`config.mk`:
```
export PLATFORM = sky130hd
export DESIGN_NAME = regfile_write_arbiter_flat
export DESIGN_NICKNAME = d
export VERILOG_FILES = /design/src/rtl/regfile_write_arbiter_pkg.sv /design/src/rtl/regfile_write_arbiter_if.sv /design/src/rtl/regfile_write_arbiter_picker.sv /design/src/rtl/regfile_write_arbiter.sv /design/src/flat_wrapper.sv
export SDC_FILE = /design/constraint.sdc
export NUM_CORES = 1
export LEC_CHECK = 0
export ABC_AREA = 1
export BUFFER_PORTS_ARGS = -buffer_cell sky130_fd_sc_hd__buf_2
export CAP_MARGIN = 25
export CORE_ASPECT_RATIO = 1.1
export CORE_MARGIN = 8
export CORE_UTILIZATION = 48
export DETAILED_ROUTE_END_ITERATION = 10
export PLACE_DENSITY = 0.84
export SETUP_SLACK_MARGIN = 0.2
export SYNTH_ARGS = -nofsm -noshare
export SYNTH_HDL_FRONTEND = slang
export SYNTH_SLANG_ARGS = --single-unit
```
`constraint.sdc`:
```
create_clock -name i_clk -period 3.3 [get_ports i_clk]
set_input_delay 0.33 -clock i_clk [delete_from_list [all_inputs] [get_ports i_clk]]
set_output_delay 0.33 -clock i_clk [all_outputs]
set_load 0.02 [all_outputs]
```
`src/rtl/regfile_write_arbiter_pkg.sv`:
```
// Shared register-file constants and small helpers for the writeback arbiter.
// Imported by the arbiter interface, picker and top.
package regfile_pkg;

    localparam int RF_ADDR_W   = 5;
    localparam int RF_DATA_W   = 32;
    localparam int RF_NUM_REGS = 32;

    localparam logic [RF_ADDR_W-1:0] RF_ZERO_REG = 5'd0;

    // Increment with wrap for non power-of-two requester counts.
    function automatic int wrapInc(input int idx, input int n);
        return (idx + 1 >= n) ? 0 : idx + 1;
    endfunction

endpackage

```
`src/rtl/regfile_write_arbiter_if.sv`:
```
// Writeback request bus and register-file write port bundle.
// Master side is the requesters/regfile, slave side is the arbiter.
interface regfile_write_arbiter_if
    import regfile_pkg::*;
#(
    parameter int NUM_REQ = 4,
    parameter int DATA_W  = RF_DATA_W,
    parameter int ADDR_W  = RF_ADDR_W
);

    localparam int ID_W = $clog2(NUM_REQ);

    logic [NUM_REQ-1:0]        i_reqValid;
    logic [NUM_REQ*ADDR_W-1:0] i_reqAdd;
    logic [NUM_REQ*DATA_W-1:0] i_reqData;
    logic [NUM_REQ-1:0]        o_reqReady;
    logic                      o_writeEn;
    logic [ADDR_W-1:0]         o_writeAdd;
    logic [DATA_W-1:0]         o_writeData;
    logic [ID_W-1:0]           o_grantId;

    modport master (
        output i_reqValid,
        output i_reqAdd,
        output i_reqData,
        input  o_reqReady,
        input  o_writeEn,
        input  o_writeAdd,
        input  o_writeData,
        input  o_grantId
    );

    modport slave (
        input  i_reqValid,
        input  i_reqAdd,
        input  i_reqData,
        output o_reqReady,
        output o_writeEn,
        output o_writeAdd,
        output o_writeData,
        output o_grantId
    );

endinterface

```
`src/rtl/regfile_write_arbiter_picker.sv`:
```
// Combinational round-robin picker: first set request at or after rrPtr.
// Produces a one-hot grant, the winner index and an any-grant flag.
module rr_priority_picker
    import regfile_pkg::*;
#(
    parameter int NUM_REQ = 4,
    localparam int ID_W   = $clog2(NUM_REQ)
) (
    input  logic [NUM_REQ-1:0] req,
    input  logic [ID_W-1:0]    rrPtr,
    output logic [NUM_REQ-1:0] grant,
    output logic [ID_W-1:0]    winIdx,
    output logic               anyGrant
);

    int cand;

    always_comb begin
        grant    = '0;
        winIdx   = '0;
        anyGrant = 1'b0;
        cand     = 0;
        for (int i = 0; i < NUM_REQ; i++) begin
            cand = int'(rrPtr) + i;
            if (cand >= NUM_REQ) begin
                cand = cand - NUM_REQ;
            end
            if (!anyGrant && req[cand]) begin
                anyGrant    = 1'b1;
                grant[cand] = 1'b1;
                winIdx      = ID_W'(cand);
            end
        end
    end

endmodule

```
`src/rtl/regfile_write_arbiter.sv`:
```
// Round-robin arbiter for the single register-file write port, registered output.
// Optional REGFILE_WR_R0_DROP_EN: address-0 writes are granted but never enabled.
module regfile_write_arbiter
    import regfile_pkg::*;
#(
    parameter int NUM_REQ = 4,
    parameter int DATA_W  = RF_DATA_W,
    parameter int ADDR_W  = RF_ADDR_W
) (
    input  logic                  i_clk,
    input  logic                  i_rstN,
    input  logic                  i_stall,
    regfile_write_arbiter_if.slave bus
);

    localparam int ID_W = $clog2(NUM_REQ);

    logic [ID_W-1:0]    rrPtr;
    logic [ID_W-1:0]    nextPtr;
    logic [ID_W-1:0]    winIdx;
    logic [NUM_REQ-1:0] eligible;
    logic [NUM_REQ-1:0] grant;
    logic               anyGrant;
    logic               wrKeep;

    logic [ADDR_W-1:0]  addArr [NUM_REQ];
    logic [DATA_W-1:0]  dataArr [NUM_REQ];
    logic [ADDR_W-1:0]  winAdd;
    logic [DATA_W-1:0]  winData;

    logic               writeEnQ;
    logic [ADDR_W-1:0]  writeAddQ;
    logic [DATA_W-1:0]  writeDataQ;
    logic [ID_W-1:0]    grantIdQ;

    // Reset and stall both mask every request before the picker sees it.
    assign eligible = (i_rstN && !i_stall) ? bus.i_reqValid : '0;

    rr_priority_picker #(
        .NUM_REQ (NUM_REQ)
    ) picker (
        .req      (eligible),
        .rrPtr    (rrPtr),
        .grant    (grant),
        .winIdx   (winIdx),
        .anyGrant (anyGrant)
    );

    for (genvar k = 0; k < NUM_REQ; k++) begin : g_slice
        assign addArr[k]  = bus.i_reqAdd[k*ADDR_W +: ADDR_W];
        assign dataArr[k] = bus.i_reqData[k*DATA_W +: DATA_W];
    end

    assign winAdd  = addArr[winIdx];
    assign winData = dataArr[winIdx];
    assign nextPtr = ID_W'(wrapInc(int'(winIdx), NUM_REQ));

`ifdef REGFILE_WR_R0_DROP_EN
    assign wrKeep = (winAdd != ADDR_W'(RF_ZERO_REG));
`else
    assign wrKeep = 1'b1;
`endif

    always_ff @(posedge i_clk) begin
        if (!i_rstN) begin
            rrPtr      <= '0;
            writeEnQ   <= 1'b0;
            writeAddQ  <= '0;
            writeDataQ <= '0;
            grantIdQ   <= '0;
        end else begin
            writeEnQ <= anyGrant & wrKeep;
            if (anyGrant) begin
                rrPtr      <= nextPtr;
                writeAddQ  <= winAdd;
                writeDataQ <= winData;
                grantIdQ   <= winIdx;
            end
        end
    end

    assign bus.o_reqReady  = grant;
    assign bus.o_writeEn   = writeEnQ;
    assign bus.o_writeAdd  = writeAddQ;
    assign bus.o_writeData = writeDataQ;
    assign bus.o_grantId   = grantIdQ;

endmodule
```
`src/flat_wrapper.sv`:
```
// flat-port wrapper written by rule: the top's interface ports become plain ports
module regfile_write_arbiter_flat import regfile_pkg::*;
#(
    parameter int NUM_REQ = 4,
    parameter int DATA_W  = RF_DATA_W,
    parameter int ADDR_W  = RF_ADDR_W
)
  (i_clk, i_rstN, i_stall, bus_i_reqValid, bus_i_reqAdd, bus_i_reqData, bus_o_reqReady, bus_o_writeEn, bus_o_writeAdd, bus_o_writeData, bus_o_grantId);
  regfile_write_arbiter_if #(.NUM_REQ(NUM_REQ), .DATA_W(DATA_W), .ADDR_W(ADDR_W)) bus_i ();
  input  logic i_clk;
  input  logic i_rstN;
  input  logic i_stall;
  input wire logic [$bits(bus_i.i_reqValid)-1:0] bus_i_reqValid;
  input wire logic [$bits(bus_i.i_reqAdd)-1:0] bus_i_reqAdd;
  input wire logic [$bits(bus_i.i_reqData)-1:0] bus_i_reqData;
  output wire logic [$bits(bus_i.o_reqReady)-1:0] bus_o_reqReady;
  output wire logic [$bits(bus_i.o_writeEn)-1:0] bus_o_writeEn;
  output wire logic [$bits(bus_i.o_writeAdd)-1:0] bus_o_writeAdd;
  output wire logic [$bits(bus_i.o_writeData)-1:0] bus_o_writeData;
  output wire logic [$bits(bus_i.o_grantId)-1:0] bus_o_grantId;
  assign bus_i.i_reqValid = bus_i_reqValid;
  assign bus_i.i_reqAdd = bus_i_reqAdd;
  assign bus_i.i_reqData = bus_i_reqData;
  assign bus_o_reqReady = bus_i.o_reqReady;
  assign bus_o_writeEn = bus_i.o_writeEn;
  assign bus_o_writeAdd = bus_i.o_writeAdd;
  assign bus_o_writeData = bus_i.o_writeData;
  assign bus_o_grantId = bus_i.o_grantId;
  regfile_write_arbiter #(.NUM_REQ(NUM_REQ), .DATA_W(DATA_W), .ADDR_W(ADDR_W)) u_core (.i_clk(i_clk), .i_rstN(i_rstN), .i_stall(i_stall), .bus(bus_i));
endmodule
```
==> results.yml, run 1 <==
global_route:
  track_usage_pct: 22.3
  grt_pass1_vias: 4747
  gr-total-overflow: 0
  grt_pass1_wl_um: 22500
  grt_start_max_net_pins: 81
  antenna_found_initial: 1
setup_path:
  critical_path_buf_inv_count: 4
  required_ns: 3.50
  cp_max_fo: 39
  cp-start-kind: "flop"
  crit_arrival_ns: 2.91
  crit_chain: "inv_1, ha_1, inv_1, nand3_1, nand2_2, nand3_2, nand3_2, nand2_1, buf_4, nand2_1, nand3_1, nand3_1, nand2_1, inv_1"
  critical_path_class: "reg -> reg"
  cp-end-kind: "flop"
  max_stage_delay_ns: 0.44
  cpLargestDelayFamily: "simple AND/OR/NAND/NOR gates"
  cpMaxStageDelayCell: "ha_1"
clocking:
  post_cts_buffers: 0
  clkLatencyLatePin_ns: 0.30
  clk_path_buf_depth: 2
  numCtsBuffers: 5
  h-tree-depth: 2
  clkSinkCount: 42
  cts_hold_buffers: 0
  cts_tree: "yes"
  cts-root-buf: "clkbuf_8"
  cts_resized: 0
  path_clk_slew_ns: 0.09
floorplan:
  rows: 35
  initial_core_util_pct: 49.5
  die_area_um2: 11900
  die_w_um: 105
  core-area_um2: 8360
  num_io_pins: 199
  die_y_um: 113
detailed_routing:
  drt_wl_total_um: 13900
  drc: 0
  antenna_left: 0
  drt_iter0_markers: 344
  vias_per_cell: 4.90
  vias: 5065
  routedWlPerCell_um: 13.5
  firstDrtPassIters: 4
cells_and_area:
  layout.nets: 1085
  regArea_um2: 841
  fillerInstances: 833
  drive_above_1_share_pct: 25.9
  multiInputGateArea_um2: 2150
  diodes: 0
  final_cells: 1034
  syn_to_final_growth_pct: 26.3
  final_util_pct: 62.5
placement:
  dpl.hpwl_um: 10200
  io_buffers: 198
  routabilityCongestion: 0.888
  placed_cells: 1026
  dp_slack_ns: 0.622
timing:
  skew_ns: 0.00748
  hold_violations: 0
  finalCritPeriodShare_pct: 82.1
  finalSetupTns_ns: 0
  final_max_slew_viol_count: 0
  worst_pin_slew_ns: 0.711
  worst_slack_ns: 0.589
  max-slew-margin-rel_pct: 52.6
  setup_violations: 0
  clock.fmax_ghz: 0.369
  rsz0062_at_grt: "no"
  finalCriticalPeriod_ns: 2.71
min_path:
  hold_class: "in -> reg"
power:
  max-vdd-ir-drop_v: 0.000733
  p_per_area_nw_per_um2: 1200
  fin_total_pwr_w: 0.00627
  p_leak_nw: 3.60
yosys:
  synth_area_um2: 4140
  synthesis.nets: 917
  synthDistinctLibCells: 24
  netlist_instances: 754
  yosys_warnings: 0
  avgSynthCellArea_um2: 5.49
  ys_seq_elements: 42
  synth.yosys.seq_area_share_pct: 20.3
run_status:
  outcome: "finished clean"
run:
  drv_cap: 0
where the power goes:
group	leakage [nW]	total, W	internal (W)	switching (W)
clock	0.0472	0.000361	0.000169	0.000193
combinational	3.20	0.00507	0.00168	0.00339
sequential	0.350	0.000844	0.000750	0.0000946
total	3.60	0.00627	0.00260	0.00368
cells in the mapped netlist:
library cell	instances	area, µm²
dfxtp_1	42	841
nand2_2	3	18.8
nand4_1	43	269
buf_4	8	60.1
nor2_1	6	22.5
nand2_1	138	518
a21oi_2	2	17.5
inv_2	4	15.0
ha_1	8	100
buf_6	5	56.3
a221oi_1	4	35.0
nor2_2	1	6.26
clkbuf_2	1	5.00
nand4_2	2	25.0
o21ai_0	42	210
a21oi_1	2	10.0
a211oi_1	1	7.51
nand3_1	169	846
a31oi_1	1	6.26
buf_1	3	11.3
inv_1	231	867
buf_2	23	115
nand3_2	3	30.0
clkbuf_1	12	45.0
layer usage:
metal / up-vias / track usage [%] / wire length [µm]
met2: 213 / 38.5 / 6780
met1: 2189 / 26.0 / 5650
met4: 2 / 5.89 / 171
li1: 2645 / - / -
met3: 16 / 7.16 / 1320
met5: - / 0 / 13
logic make-up (layout without fill, tap and decap cells):
logic type	after synthesis	after routing	synth area share, %
DFF	42	42	20.3
AOI/OAI and AO/OA	52	52	6.92
and+or+nand+nor	365	365	41.9
adders and majority gates	8	8	2.42
buffers and inverters	287	456	28.4
worst paths after layout:
check | start | to | slack, ns | cells past startpoint
worst min-delay path | bus_i_reqAdd[15] | u_core.bus.o_writeAdd[0]$_SDFFE_PN0P_ | 0.41 | 7
worst min register to register | u_core.bus.o_grantId[1]$_SDFFE_PN0P_ | u_core.bus.o_grantId[1]$_SDFFE_PN0P_ | 0.48 | 2
worst max-delay path | u_core.rrPtr[1]$_SDFFE_PN0P_ | u_core.bus.o_writeData[0]$_SDFFE_PN0P_ | 0.59 | 14
worst max register to register | u_core.rrPtr[1]$_SDFFE_PN0P_ | u_core.bus.o_writeData[0]$_SDFFE_PN0P_ | 0.59 | 14
cell usage in the layout (no fill, tap or decap):
master        n
a211oi_1      1
a21oi_1       2
a21oi_2       1
a21oi_4       1
a221oi_1      4
a31oi_1       1
buf_12        1
buf_2       198
buf_4        14
clkbuf_8      6
clkinv_2      1
clkinvlp_4    1
dfxtp_1      42
ha_1          8
inv_1       231
inv_2         4
nand2_1     138
nand2_2       3
nand3_1     166
nand3_2       6
nand4_1      43
nand4_2       1
nand4_4       1
nor2_1        6
nor2_2        1
o21ai_0      42
state kept, by name, summed over array words and instances, names as in the netlist:
register,flops
u_core.bus.o_grantId,2
u_core.bus.o_writeEn,1
u_core.bus.o_writeAdd,5
u_core.bus.o_writeData,32
u_core.rrPtr,2
worst register-to-register path: stages (launching register included):
cell     delay (ns)
dfxtp_1        0.33
inv_1          0.13
ha_1           0.44
inv_1          0.10
nand3_1        0.11
nand2_2        0.12
nand3_2        0.15
nand3_2        0.27
nand2_1        0.16
buf_4          0.42
nand2_1        0.10
nand3_1        0.10
nand3_1        0.07
nand2_1        0.08
inv_1          0.04
final cells by class:
cell class | instances | share of cell area [%]
Multi-Input combinational cell | 425 | 41.2
Inverter | 235 | 16.9
Clock buffer | 6 | 1.58
Sequential cell | 42 | 16.1
Clock inverter | 2 | 0.239
Timing Repair Buffer | 213 | 21.4
Tap cell | 111 | 2.66
through the flow:
| step | hold WS [ns] | area, µm² |
|---|---|---|
| 2_1_floorplan | 0.514 | 4140 |
| 3_3_place_gp | 0.462 | 5130 |
| 3_5_place_dp | 0.459 | 5130 |
| 4_1_cts | 0.409 | 5230 |
| 5_1_grt | 0.438 | 5230 |
| 6_report | 0.410 | 5230 |
(Power assumes the default switching activity.)
==> run 2: changes to the inputs <==
==> constraint.sdc (replaced) <==
create_clock -name i_clk -period 2.7 [get_ports i_clk]
set_input_delay 0.27 -clock i_clk [delete_from_list [all_inputs] [get_ports i_clk]]
set_output_delay 0.27 -clock i_clk [all_outputs]
set_load 0.02 [all_outputs]
==> results.yml, run 2 (synthesized netlist as in run 1, its figures left out) <==
setup_path:
  critical_path_class: "reg -> out"
  required_ns: 2.43
  cp_max_fo: 6
  cpLargestDelayFamily: "simple AND/OR/NAND/NOR gates"
  cp-end-kind: "primary output"
  crit_arrival_ns: 2.11
  max_stage_delay_ns: 0.38
  crit_chain: "inv_2, ha_4, inv_1, nand3_1, nand2_2, nand3_2, nor2_2, inv_2, o21ai_0, buf_2"
  cpMaxStageDelayCell: "dfxtp_1"
  cp-start-kind: "flop"
  cpMostUsedCell: "inv_2"
  critical_path_buf_inv_count: 4
power:
  switchingPower_w: 0.00459
  intPower_w: 0.00343
  p_leak_nw: 3.64
  fin_total_pwr_w: 0.00803
  pwr-share-clk_pct: 5.5
  p_seq_share_pct: 13.1
  max-vdd-ir-drop_v: 0.00136
  swShare_pct: 57.3
  comb_power_share_pct: 81.4
  p_per_area_nw_per_um2: 1500
cells_and_area:
  final_cell_mix: "inv_1, buf_2, nand3_1, nand2_1, nand4_1"
  layout_commonest_cell: "inv_1"
  syn_to_final_growth_pct: 28.9
  largest_reg_flops: 32
  drive_above_1_share_pct: 26.5
  final_util_pct: 63.8
  layout.nets: 1090
  diodes: 0
  fillerInstances: 852
  final_cells: 1039
timing:
  clock.fmax_ghz: 0.421
  worst_hold_slack_ns: 0.354
  rsz0062_at_grt: "no"
  finalCriticalPeriod_ns: 2.38
  hold_violations: 0
  max-slew-margin-rel_pct: 74.1
  skew_ns: 0.00357
  finalCritPeriodShare_pct: 88.0
  finalSetupTns_ns: 0
  final_max_slew_viol_count: 0
  worst_pin_slew_ns: 0.388
  setup_violations: 0
clocking:
  h-tree-depth: 2
  cts_hold_buffers: 0
  cts_tree: "yes"
  cts-root-buf: "clkbuf_8"
  clkSinkCount: 42
  clkLatencyLatePin_ns: 0.29
  path_clk_slew_ns: 0.09
  numCtsBuffers: 5
  clk_path_buf_depth: 2
detailed_routing:
  drt_wl_total_um: 14100
  drc: 0
  drt_iter0_markers: 355
  antenna_left: 0
  routedWlPerCell_um: 13.5
  vias: 5221
  vias_per_cell: 5.03
  firstDrtPassIters: 6
placement:
  io_buffers: 198
  routabilityCongestion: 0.867
  dpl.hpwl_um: 10400
  placed_cells: 1031
run:
  drv_cap: 0
global_route:
  grt_pass1_vias: 4934
  gr-total-overflow: 0
  grt_pass1_wl_um: 22600
  antenna_found_initial: 0
  track_usage_pct: 22.5
  grt_start_max_net_pins: 44
floorplan:
  core-area_um2: 8360
  die_area_um2: 11900
  rows: 35
  die_y_um: 113
  initial_core_util_pct: 49.5
  die_w_um: 105
  num_io_pins: 199
min_path:
  hold_class: "in -> reg"
run_status:
  outcome: "finished clean"
## run 2: cell types whose count changed in the layout (fill, tap and decap cells not counted)
cell,delta
buf_12,+4
buf_6,+2
buf_4,-1
ha_1,-1
ha_4,+1
inv_1,-1
inv_2,+1
o21ai_0,-1
o21ai_1,+1
## run 2: worst reg2reg max path, delay by kind of cell (launching register included)
family	cells	cell delay, ns
simple gates	8	0.99
buf+inv	4	0.50
flops	1	0.38
fa+ha+maj	1	0.27
## run 2: per-stage QoR
| step | setup WS [ns] | instance area, µm² |
|---|---|---|
| finish | 0.325 | 5330 |
| detailed placement | 0.390 | 5220 |
| CTS | 0.260 | 5330 |
| global route | 0.215 | 5330 |
| global placement | 0.428 | 5220 |
| floorplan | 0.269 | 4140 |
## run 2: repair_timing
action / 4_1_cts / 5_1_grt
buffers inserted: 0 / 0
setup endpoints to repair: 3 / 4
gates resized for setup: 1 / 4
pin swaps: 0 / 2
## run 2: layout make-up
cell class | instances | area (µm²) | area share, %
Clock buffer | 6 | 82.6 | 1.55
Clock inverter | 2 | 12.5 | 0.235
Inverter | 235 | 882 | 16.5
Multi-Input combinational cell | 425 | 2170 | 40.6
Sequential cell | 42 | 841 | 15.8
Tap cell | 111 | 139 | 2.60
Timing Repair Buffer | 218 | 1210 | 22.7
## run 2: per-layer routing
metal / track usage (%) / part of all wire (%)
met5: 0 / 0
met4: 8.79 / 2.0
met3: 6.54 / 9.4
met2: 39.3 / 49
met1: 25.3 / 40
## run 2: final timing paths
check                                                                to  cells past startpoint  slack [ns]                                  from
worst max register to register  u_core.bus.o_writeData[13]$_SDFFE_PN0P_                     13        0.48          u_core.rrPtr[0]$_SDFFE_PN0P_
worst min-delay path              u_core.bus.o_writeAdd[3]$_SDFFE_PN0P_                      7        0.35                      bus_i_reqAdd[18]
worst max-delay path                                  bus_o_reqReady[0]                     10        0.32          u_core.rrPtr[0]$_SDFFE_PN0P_
worst min register to register     u_core.bus.o_grantId[0]$_SDFFE_PN0P_                      2        0.47  u_core.bus.o_grantId[0]$_SDFFE_PN0P_
## run 2: power groups by stage
stage	clock network, W	registers [W]	logic (W)
after floorplan	0	0.00134	0.00458
final	0.000444	0.00105	0.00653
after global routing	0.000484	0.00107	0.00726
after global placement	0	0.00104	0.00638
after CTS	0.000454	0.00104	0.00651
after detailed placement	0	0.00105	0.00649
==> run 3: changes to the inputs <==
--- a/config.mk
+++ b/config.mk
@@ -10,10 +10,12 @@
 export CAP_MARGIN = 25
 export CORE_ASPECT_RATIO = 1.1
 export CORE_MARGIN = 8
-export CORE_UTILIZATION = 48
+export CORE_UTILIZATION = 46
 export DETAILED_ROUTE_END_ITERATION = 10
-export PLACE_DENSITY = 0.84
+export PLACE_DENSITY = 0.87
+export REMOVE_ABC_BUFFERS = 1
 export SETUP_SLACK_MARGIN = 0.2
 export SYNTH_ARGS = -nofsm -noshare
 export SYNTH_HDL_FRONTEND = slang
+export SYNTH_HIERARCHICAL = 1
 export SYNTH_SLANG_ARGS = --single-unit
==> constraint.sdc (replaced) <==
create_clock -name i_clk -period 2.9 [get_ports i_clk]
set_input_delay 0.29 -clock i_clk [delete_from_list [all_inputs] [get_ports i_clk]]
set_output_delay 0.29 -clock i_clk [all_outputs]
set_load 0.02 [all_outputs]
==> results.yml, run 3 <==
timing:
  worst_hold_slack_ns: 0.268
  finalSetupTns_ns: 0
  setup_violations: 0
  max-slew-margin-rel_pct: 77.3
  clock.fmax_ghz: 0.408
  worst_pin_slew_ns: 0.341
  hold_violations: 0
  skew_ns: 0.00821
  rsz0062_at_grt: "no"
  final_max_slew_viol_count: 0
  finalCriticalPeriod_ns: 2.45
  finalCritPeriodShare_pct: 84.6
detailed_routing:
  firstDrtPassIters: 5
  vias_per_cell: 5.16
  antenna_left: 0
  vias: 4028
  drt_wl_total_um: 11000
  drc: 0
  routedWlPerCell_um: 14.1
  drt_iter0_markers: 256
setup_path:
  r2r_start: "u_core/rrPtr[1]$_SDFFE_PN0P_"
  r2r_end: "u_core/bus.o_writeData[18]$_SDFFE_PN0P_"
  cpMostUsedCell: "nand2_1"
  required_ns: 3.12
  critical_path_class: "reg -> reg"
  cpLargestDelayFamily: "simple AND/OR/NAND/NOR gates"
  cp_max_fo: 32
  crit_chain: "inv_1, ha_1, inv_1, nand2_1, nand2_1, nor2_4, nand4_1, nand3_2, buf_4, nand2_1, nand3_1, nand2_1, a21oi_1"
  critical_path_buf_inv_count: 3
  cp-end-kind: "flop"
  rrSetupSlack_ns: 0.45
  path_depth: 13
  cpMaxStageDelayCell: "ha_1"
  cp-start-kind: "flop"
  startpoint: "u_core/rrPtr[1]$_SDFFE_PN0P_"
  cp-endpoint: "u_core/bus.o_writeData[18]$_SDFFE_PN0P_"
  rr_worst_depth: 13
  crit_arrival_ns: 2.67
  max_stage_delay_ns: 0.39
cells_and_area:
  syn_to_final_growth_pct: 36.0
  final_cell_mix: "nand2_1, buf_2, nand3_1, a21oi_1, dfxtp_1"
  layout.nets: 861
  diodes: 0
  drive_above_1_share_pct: 33.5
  fin_area_um2: 4180
  largest_reg_flops: 32
  final_cells: 780
  layout_commonest_cell: "nand2_1"
global_route:
  grt_pass1_vias: 3820
  grt_start_max_net_pins: 83
  antenna_found_initial: 0
  grt_pass1_wl_um: 17200
  track_usage_pct: 21.7
  gr-total-overflow: 0
placement:
  dpl_cell_area_um2: 4090
  routabilityCongestion: 0.885
  dpl.hpwl_um: 8750
  io_buffers: 198
  placed_cells: 772
run:
  drv_cap: 0
yosys:
  yosysMostFrequentCell: "nand2_1"
  async_reset_ff_share_pct: 0
  synthDistinctLibCells: 21
  netlist_instances: 516
  synth_flop_cell: "dfxtp_1"
  synthTopCellsByCount: "nand2_1, nand3_1, a21oi_1"
  ys_top_cells_by_area: "dfxtp_1, nand2_1, nand3_1"
  ys_seq_elements: 42
  yosys.area.top_type_share_pct: 27.4
  synth.yosys.seq_area_share_pct: 27.4
  synth_edf_count: 0
  synth_area_leader_cell: "dfxtp_1"
  avgSynthCellArea_um2: 5.96
  synth_area_um2: 3070
  yosys_warnings: 6
clocking:
  cts_tree: "yes"
  clk_path_buf_depth: 2
  h-tree-depth: 2
  cts_hold_buffers: 0
  cts-root-buf: "clkbuf_8"
  post_cts_buffers: 0
  numCtsBuffers: 5
  clkSinkCount: 42
  clkLatencyLatePin_ns: 0.29
  path_clk_slew_ns: 0.08
floorplan:
  rows: 31
  num_io_pins: 199
  die_y_um: 102
  die_area_um2: 9560
  core-area_um2: 6520
  initial_core_util_pct: 47.2
  die_w_um: 93.9
power:
  p_per_area_nw_per_um2: 1390
  max-vdd-ir-drop_v: 0.00132
  p_leak_nw: 2.35
min_path:
  hold_class: "in -> reg"
run_status:
  outcome: "finished clean"
[run 3: changes by cell type in the layout (fill, tap and decap cells not counted), moves of 3 or more]
cell,previous run,this run
a21oi_1,2,47
nand3_2,6,3
nand4_1,43,7
nand2_1,138,205
a221oi_1,4,0
o21ai_0,41,37
inv_1,230,14
nand2_2,3,6
nand3_1,166,87
a21boi_0,0,4
[run 3: cell type report]
class | instances | area [µm²]
Clock inverter | 1 | 5.00
Inverter | 18 | 67.6
Clock buffer | 7 | 86.3
Tap cell | 82 | 103
Timing Repair Buffer | 212 | 1130
Multi-Input combinational cell | 418 | 1940
Sequential cell | 42 | 841
Fill cell | 605 | 2340
[run 3: where the power goes]
group	internal, W	total, W	switching, W
sequential	0.000838	0.000946	0.000108
combinational	0.00154	0.00450	0.00296
clock	0.000192	0.000386	0.000194
total	0.00257	0.00583	0.00326
[run 3: through the flow]
stage          power, W  util, %  worst slack (ns)
2_1_floorplan   0.00387        -             -1.60
4_1_cts         0.00580     64.1             0.415
3_5_place_dp    0.00541     62.7             0.317
6_report        0.00583     64.2             0.447
5_1_grt         0.00641     64.2             0.250
3_3_place_gp    0.00529     62.7             0.418
[run 3: worst min path at each step]
stage / startpoint / end / cells past startpoint
floorplan: i_rstN / u_core/bus.o_writeEn$_SDFF_PN0_ / 2
global placement: u_core/bus.o_grantId[0]$_SDFFE_PN0P_ / u_core/bus.o_grantId[0]$_SDFFE_PN0P_ / 2
detailed placement: u_core/bus.o_grantId[0]$_SDFFE_PN0P_ / u_core/bus.o_grantId[0]$_SDFFE_PN0P_ / 2
CTS: i_rstN / u_core/rrPtr[0]$_SDFFE_PN0P_ / 3
global route: i_rstN / u_core/rrPtr[0]$_SDFFE_PN0P_ / 3
finish: i_rstN / u_core/rrPtr[0]$_SDFFE_PN0P_ / 3
[run 3: routing by layer]
layer / wire (µm) / track usage (%)
met1: 4440 / 25.6
met2: 5620 / 38.3
met3: 776 / 4.74
met4: 153 / 6.11
met5: 0 / 0
[run 3: kinds of logic (layout without fill, tap and decap cells)]
kind of cell | count (synthesis) | in the layout | synth area share (%)
AOI/OAI and AO/OA | 91 | 91 | 15.1
DFF | 42 | 42 | 27.4
buffers and inverters | 56 | 238 | 9.65
and+or+nand+nor | 318 | 318 | 44.2
adders and majority gates | 9 | 9 | 3.66
[run 3: worst reg2reg max path, stage by stage, from the launching register on]
cell and delay [ns]:
dfxtp_1 0.33, inv_1 0.14, ha_1 0.40, inv_1 0.11, nand2_1 0.08, nand2_1 0.08
nor2_4 0.24, nand4_1 0.15, nand3_2 0.14, buf_4 0.32, nand2_1 0.11, nand3_1 0.10
nand2_1 0.05, a21oi_1 0.14
[run 3: what timing repair did]
item | 4_1_cts | 5_1_grt
endpoints found under the setup margin | 0 | 8
hold endpoints to repair | 0 | 0
resized for setup | 0 | 1
